### config.mk
export PLATFORM = sky130hd
export DESIGN_NAME = word_serializer32
export DESIGN_NICKNAME = d
export VERILOG_FILES = /design/src/rtl/word_serializer32_pkg.sv /design/src/rtl/word_serializer32_bit_counter.sv /design/src/rtl/word_serializer32.sv
export SDC_FILE = /design/constraint.sdc
export NUM_CORES = 1
export LEC_CHECK = 0
export BUFFER_PORTS_ARGS = -buffer_cell sky130_fd_sc_hd__buf_4
export CAP_MARGIN = 20
export CORE_MARGIN = 5
export CORE_UTILIZATION = 35
export CTS_CLUSTER_SIZE = 24
export DETAILED_ROUTE_END_ITERATION = 10
export GPL_TIMING_DRIVEN = 1
export PLACE_DENSITY = 0.65
export SYNTH_ARGS = -nofsm -noshare
export SYNTH_HDL_FRONTEND = slang
export SYNTH_SLANG_ARGS = --single-unit
### constraint.sdc
create_clock -name clk -period 1.56 [get_ports clk]
set_input_delay 0 -clock clk [delete_from_list [all_inputs] [get_ports clk]]
set_output_delay 0 -clock clk [all_outputs]
set_load 0.05 [all_outputs]
### src/rtl/word_serializer32_pkg.sv
// Shared state encodings and types for the word serializer.
// The optional parity bit is controlled by the SERIALIZER_PARITY_EN macro.
package word_serializer32_pkg;

    localparam logic [1:0] S_IDLE  = 2'b00;
    localparam logic [1:0] S_SHIFT = 2'b01;
    localparam logic [1:0] S_PAR   = 2'b10;

    typedef enum logic [1:0] {
        StIdle  = S_IDLE,
        StShift = S_SHIFT,
        StPar   = S_PAR
    } state_e;

endpackage

### src/rtl/word_serializer32_bit_counter.sv
// Bit position counter for one frame: sync clear/increment, flags the last data bit.
// Saturates at WIDTH-1 so it never wraps.
module word_serializer32_bit_counter #(
    parameter int unsigned WIDTH = 32
) (
    input  logic clk,
    input  logic reset_n,
    input  logic clear,
    input  logic inc,
    output logic terminal
);

    localparam int unsigned CW = $clog2(WIDTH);

    logic [CW-1:0] count_q;

    assign terminal = (count_q == CW'(WIDTH - 1));

    always_ff @(posedge clk) begin
        if (!reset_n || clear) begin
            count_q <= '0;
        end else if (inc && !terminal) begin
            count_q <= count_q + CW'(1);
        end
    end

endmodule

### src/rtl/word_serializer32.sv
// Accepts a word over valid/ready and shifts it out one bit per clock.
// Defining SERIALIZER_PARITY_EN appends one even-parity bit to every frame.
module word_serializer32
    import word_serializer32_pkg::*;
#(
    parameter int unsigned WIDTH     = 32,
    parameter bit          MSB_FIRST = 1'b1
) (
    input  logic             clk,
    input  logic             reset_n,
    input  logic             in_valid,
    input  logic [WIDTH-1:0] in_data,
    output logic             in_ready,
    output logic             ser_out,
    output logic             ser_valid,
    output logic             ser_last,
    output logic             busy
);

    localparam int unsigned OUT_IDX = MSB_FIRST ? WIDTH - 1 : 0;

    state_e           state_q;
    logic [WIDTH-1:0] shreg_q;
    logic [WIDTH-1:0] shreg_shifted;
    logic             terminal;
    logic             accept;
    logic             cnt_clear;
    logic             cnt_inc;
`ifdef SERIALIZER_PARITY_EN
    logic             parity_q;
`endif

    word_serializer32_bit_counter #(
        .WIDTH (WIDTH)
    ) u_bit_counter (
        .clk      (clk),
        .reset_n  (reset_n),
        .clear    (cnt_clear),
        .inc      (cnt_inc),
        .terminal (terminal)
    );

    always_comb begin
        shreg_shifted = shreg_q;
        if (MSB_FIRST) begin
            shreg_shifted = {shreg_q[WIDTH-2:0], 1'b0};
        end else begin
            shreg_shifted = {1'b0, shreg_q[WIDTH-1:1]};
        end
    end

    // Outputs decode registered state only; in_ready never sees in_valid.
    always_comb begin
        busy      = (state_q != StIdle);
        ser_valid = (state_q != StIdle);
`ifdef SERIALIZER_PARITY_EN
        ser_last  = (state_q == StPar);
        ser_out   = ((state_q == StShift) & shreg_q[OUT_IDX]) | ((state_q == StPar) & parity_q);
`else
        ser_last  = (state_q == StShift) & terminal;
        ser_out   = (state_q == StShift) & shreg_q[OUT_IDX];
`endif
        in_ready  = (state_q == StIdle) | ser_last;
    end

    assign accept    = in_valid & in_ready;
    assign cnt_clear = accept | ((state_q == StShift) & terminal);
    assign cnt_inc   = (state_q == StShift);

    always_ff @(posedge clk) begin
        if (!reset_n) begin
            state_q  <= StIdle;
            shreg_q  <= '0;
`ifdef SERIALIZER_PARITY_EN
            parity_q <= 1'b0;
`endif
        end else if (accept) begin
            state_q  <= StShift;
            shreg_q  <= in_data;
`ifdef SERIALIZER_PARITY_EN
            parity_q <= ^in_data;
`endif
        end else begin
            case (state_q)
                StShift: begin
                    if (terminal) begin
`ifdef SERIALIZER_PARITY_EN
                        state_q <= StPar;
`else
                        state_q <= StIdle;
`endif
                    end else begin
                        shreg_q <= shreg_shifted;
                    end
                end
                StPar:   state_q <= StIdle;
                default: state_q <= StIdle;
            endcase
        end
    end

endmodule

* Word level (Yosys, flattened, before mapping)
Cells that the tools add are included.
** Storage, ports and cells
- Register bits after elaboration :: 38
- Input bits :: 35
- Output and inout bits :: 5
** Cells by class
- Add/sub/neg operators :: 1
- Eq/ne operators :: 3
- Mux-type cells :: 6
- Bitwise operators :: 5
- Reduce and logical (&&, ||, !) cells :: 7
** Operator list (count)
- $mux W32 :: 3
- $add A5 B1 Y5 const B :: 1
- $eq A5 B5 Y1 const B :: 1
- $and A1 B1 Y1 :: 3
- $mux W1 :: 3
- $ne A3 B3 Y1 const B :: 1
- $logic_not A1 Y1 :: 2
- $logic_not A2 Y1 :: 1
- $ne A2 B1 Y1 const B :: 1
- $or A1 B1 Y1 :: 2
- $reduce_and A2 Y1 :: 1
- $reduce_bool A2 Y1 :: 1
- $logic_and A1 B1 Y1 :: 1
- $logic_or A1 B1 Y1 :: 1

* Depth between registers and ports, before layout
- Depth in word-level cells :: 6
- Depth in mapped cells :: 8
- Mapped depth without buffers :: 6

* Cells and area by module
A second synthesis with hierarchy kept.
** Second synthesis, totals
- Cell total of the unflattened synthesis :: 179
- Area total of the unflattened synthesis :: 1868.0 um^2
** Modules (own cells, without submodules)
- word_serializer32 :: instances 1, cells each 153, area an instance 1629.1 um^2, seq. area each 660.6 um^2
- word_serializer32_bit_counter :: instances 1, cells each 26, area an instance 239.0 um^2, seq. area each 100.1 um^2

* Worst setup path before layout
No wires, ideal clock.
- Kind :: register to register
- Start point :: register u_bit_counter.count_q[0]
- End point :: register shreg_q[3]
- Arrival :: 1.582 ns
- Path slack :: -0.138 ns
- Stages on the path, launching flop included :: 8
- Clock period less this slack :: 1.698 ns
- Cells stage by stage :: dfxtp_1 ha_1 and3_1 ha_1 nand2b_4 buf_6 buf_6 o211a_1
** On the way
- Longest elaborated chain between the ends :: 6
** RTL lines
- from (decl) :: line word_serializer32_bit_counter.sv:15 : logic [CW-1:0] count_q;
- from (signal assigned) :: line word_serializer32_bit_counter.sv:23 : count_q <= count_q + CW'(1);
- $eq A5 B5 Y1 (*) :: line word_serializer32_bit_counter.sv:17 : assign terminal = (count_q == CW'(WIDTH - 1));
- $and A1 B1 Y1 (*) :: line word_serializer32.sv:60 : ser_last = (state_q == StShift) & terminal;
- $or A1 B1 Y1 (*) :: line word_serializer32.sv:63 : in_ready = (state_q == StIdle) | ser_last;
- via in_ready :: line word_serializer32.sv:13 : output logic in_ready,
- $and A1 B1 Y1 (*) :: line word_serializer32.sv:66 : assign accept = in_valid & in_ready;
- $ne A2 B1 Y1 (no line) / $reduce_bool A2 Y1 (equally long branches)
- $reduce_and A2 Y1 (no line)
- to (signal assigned) :: line word_serializer32.sv:79 : shreg_q <= in_data;
- to (signal assigned) :: line word_serializer32.sv:93 : shreg_q <= shreg_shifted;
- to (decl) :: line word_serializer32.sv:23 : logic [WIDTH-1:0] shreg_q;
The timed path passes the listed nets; every way through them passes the cells marked *.
A chain may end at the register's enable or synchronous reset.

* Worst setup path after layout
- Start point :: register u_bit_counter.count_q[0]
- End point :: output port in_ready
** On the way
- Longest elaborated chain between the ends :: 3
** RTL lines (line)
- $eq A5 B5 Y1 :: word_serializer32_bit_counter.sv:17
- $and A1 B1 Y1 :: word_serializer32.sv:60
- $or A1 B1 Y1 :: word_serializer32.sv:63
- to (decl) :: word_serializer32.sv:13
No other way between the ends.

==> run_results.csv <==
group,metric,value,unit
outcome,status,"complete, but fails checks",
outcome,violations,"negative setup slack",
worst_setup_path,r2r-end,"shreg_q[10]",
clock_network,cts.sinks,38,
worst_setup_path,critPathLaunchType,"flop",
final_layout,drive_gt1_share,29.02,%
synth,synth-edff-count,0,
floorplan,die_x,83.08,um
power_and_ir_drop,seqPwrFrac,49.6,%
final_layout,diodes,0,
sta,finalCritPeriodShare,102.3,%
global_route,grt-ovfl-total,0,
worst_setup_path,path_class,"reg -> out",
floorplan,die-area,0.006902,mm2
synth,async_flop_share,0,%
final_layout,multi_input_area,978.4,um2
worst_setup_path,max_stage_delay,340,ps
hold_path,hold_start,"in_data[6]",
clock_network,htree_levels,2,
route,wl,3795,um
clock_network,clock-root-buffer,"clkbuf_8",
worst_setup_path,cp.buffers_inverters,2,
sta,skew,3.097,ps
route,first_pass_iters,4,
flow_run,drv_cap,0,
final_layout,nFillCells,515,
power_and_ir_drop,p_comb_share,18.7,%
final_layout,seq_area,763.2,um2
clock_network,clk_pin_slew,70,ps
sta,relSlewSlack,59.79,%
synth,synthTopCellsByArea,"dfxtp_1 41%, mux2i_1 17%, o211a_1 17%, nand2_1 6.8%, buf_6 4.2%",
sta,worst_slew_pin_slew,603.2,ps
final_layout,syn_to_final_growth,29.45,%
worst_setup_path,arrival,1600,ps
worst_setup_path,crit_fanout,5,
power_and_ir_drop,peakVddDrop,0.0004062,V
synth,ys_ff_latch,38,
worst_setup_path,r2r_slack,-30,ps
global_route,grt_pass1_wl,6734,um
route,via_per_inst,4.793,
floorplan,initial_core_util,36.37,%
worst_setup_path,cp_slowest_cell,"dfxtp_2",
worst_setup_path,cp.required,1560,ps
power_and_ir_drop,switching_share,25.65,%
synth,yosysUniqueCellTypes,27,
route,avgRoutedWirePerCell,12.91,um
clock_network,worstSkewPairLatency,290,ps
synth,synth_top_area_cell,"dfxtp_1",
final_layout,final_cell_mix,"44 x buf_4, 36 x dfxtp_1, 34 x nand2_1",
floorplan,rows,26,
clock_network,cts_tree,"yes",
sta,rsz0062_at_grt,"yes",
hold_path,min_path_type,"in -> reg",
floorplan,die_h,83.08,um
global_route,grt_max_degree,38,
route,drc_errors,0,
route,drt_iter0_markers,58,
synth,synthFlopType,"dfxtp_1",
worst_setup_path,rr_startpoint,"u_bit_counter.count_q[0]",
worst_setup_path,endpoint_kind,"output pin",
synth,syn_nets,218,
clock_network,cts_buffer_depth,2,
global_route,antenna_found_initial,0,
final_layout,final_common_cell,"buf_4",
synth,syn-instance-count,181,
sta,post-route-min-period,1596,ps
power_and_ir_drop,p_per_area,908.8,mW/mm2
placed_design,pre_cts_ws,70.89,ps
final_layout,final_net_count,260,
worst_setup_path,cp_cell_sequence,"ha_4 -> and3_4 -> ha_4 -> nand2b_4 -> buf_12 -> buf_12",
floorplan,io_pins,40,
placed_design,gp_congestion,0.7041,
floorplan,core,0.005140,mm2
worst_setup_path,ff2ff_path_depth,7,
global_route,grt_use_total,11.92,%
power_and_ir_drop,internal-power,1.635,mW
hold_path,min_delay_path_depth,4,
synth,syn-cell-area,0.001869,mm2
placed_design,numPortBuffers,39,
sta,setup_tns,-260.5,ps
sta,final_hold_viol_count,0,
hold_path,hold_end,"shreg_q[6]",
synth,yosys.area.top_type_share,40.70,%
power_and_ir_drop,leakagePower,1.351,nW
synth,synth.yosys.seq_area_share,40.70,%
global_route,grt_pass1_vias,1411,
placed_design,dp.final_hpwl,2409,um
sta,slew_viol_final,0,
worst_setup_path,cp_top_family,"simple AND/OR/NAND/NOR gates",
route,num_vias,1409,
sta,finalSetupViolCount,10,
synth,yosysWarnings,0,
synth,syn_avg_cell_area,10.33,um2
power_and_ir_drop,clock_power_share,31.7,%
power_and_ir_drop,power_switching,0.5641,mW
sta,clock.fmax,626.5,MHz
route,drtAntennaViolNets,0,
clock_network,cts_inserted_buffers,5,
sta,worst_slack,-36.12,ps
worst min-delay path: cells and delay by family:
family,cells,cell delay [ps]
compound gates,1,130
buf+inv,1,80
mux,1,50
simple gates,1,60
state kept, by name, summed over array words and instances (netlist names):
signal,flops
state_q,1
shreg_q,32
u_bit_counter.count_q,5
final cells by class:
| cell class | instances | share of cell area (%) |
|---|---|---|
| clock buffer | 7 | 3.568 |
| clock inverter | 1 | 0.2068 |
| inverter | 4 | 0.6205 |
| tap | 70 | 3.619 |
| sequential | 38 | 31.54 |
| timing repair buffer | 52 | 20.01 |
| multi-input combinational | 122 | 40.43 |
worst max path at each step:
stage          cells past startpoint  slack (ps)     endpoint                startpoint
2_1_floorplan                      7          -2   shreg_q[3]  u_bit_counter.count_q[1]
3_3_place_gp                       6          90  shreg_q[26]  u_bit_counter.count_q[0]
3_5_place_dp                       6          70  shreg_q[23]  u_bit_counter.count_q[0]
4_1_cts                            6         -50     in_ready  u_bit_counter.count_q[0]
5_1_grt                            6        -100     in_ready  u_bit_counter.count_q[0]
6_report                           6         -40     in_ready  u_bit_counter.count_q[0]
synth_stat cells, drive strengths merged, types with 2 or more instances:
library cell and number:
nor2 2, dfxtp 38, nand2 34, mux2i 32
inv 4, and2 5, o32ai 3, clkbuf 3
buf 14, o211a 31, ha 2
metal layers:
metal / global-route usage, % / vias to the layer above / part of all wire, %
met5: 0 / - / 0
met4: 5.349 / 0 / 1.6
met3: 4.059 / 7 / 5.1
met2: 17.86 / 28 / 45
met1: 15.42 / 643 / 49
li1: - / 731 / -
power by group through the flow:
| stage | Clock [mW] | Combinational [mW] | Sequential, mW |
|---|---|---|---|
| after global routing | 0.779 | 0.460 | 1.10 |
| after detailed placement | 0 | 0.376 | 1.11 |
| final | 0.697 | 0.412 | 1.09 |
| after CTS | 0.729 | 0.417 | 1.09 |
| after global placement | 0 | 0.372 | 1.11 |
| after floorplan | 0 | 0.276 | 1.11 |
metrics by stage:
stage	power, mW	hold slack, ps	cell area [um2]	util, %	instances
3_5_place_dp	1.489	264.9	2217	43.14	279
2_1_floorplan	1.382	162.6	1911	-	181
3_3_place_gp	1.485	262.0	2217	43.14	279
6_report	2.199	50.68	2420	47.08	294
5_1_grt	2.339	54.53	2420	47.08	294
4_1_cts	2.235	41.86	2420	47.08	294
logic make-up (layout without fill, tap and decap cells):
family	count (synthesis)	count (layout)	share of synthesized area [%]
buffers and inverters	21	64	8.702
flip-flops	38	38	40.70
multiplexers	32	32	17.14
adder cells (fa/ha/maj)	2	2	1.338
AND/OR/NAND/NOR	50	50	12.58
XOR/XNOR	1	1	0.4686
AO/OA/AOI/OAI	37	37	19.08
repair_timing:
action / in CTS / in global routing
setup endpoints to repair: 2 / 13
pin swaps: 1 / 0
hold buffers: 1 / 0
endpoints found under the hold margin: 1 / 0
resized for setup: 5 / 0
cloned: 1 / 0
setup buffers: 5 / 0
No activity file was read; power rests on OpenSTA's default activity.
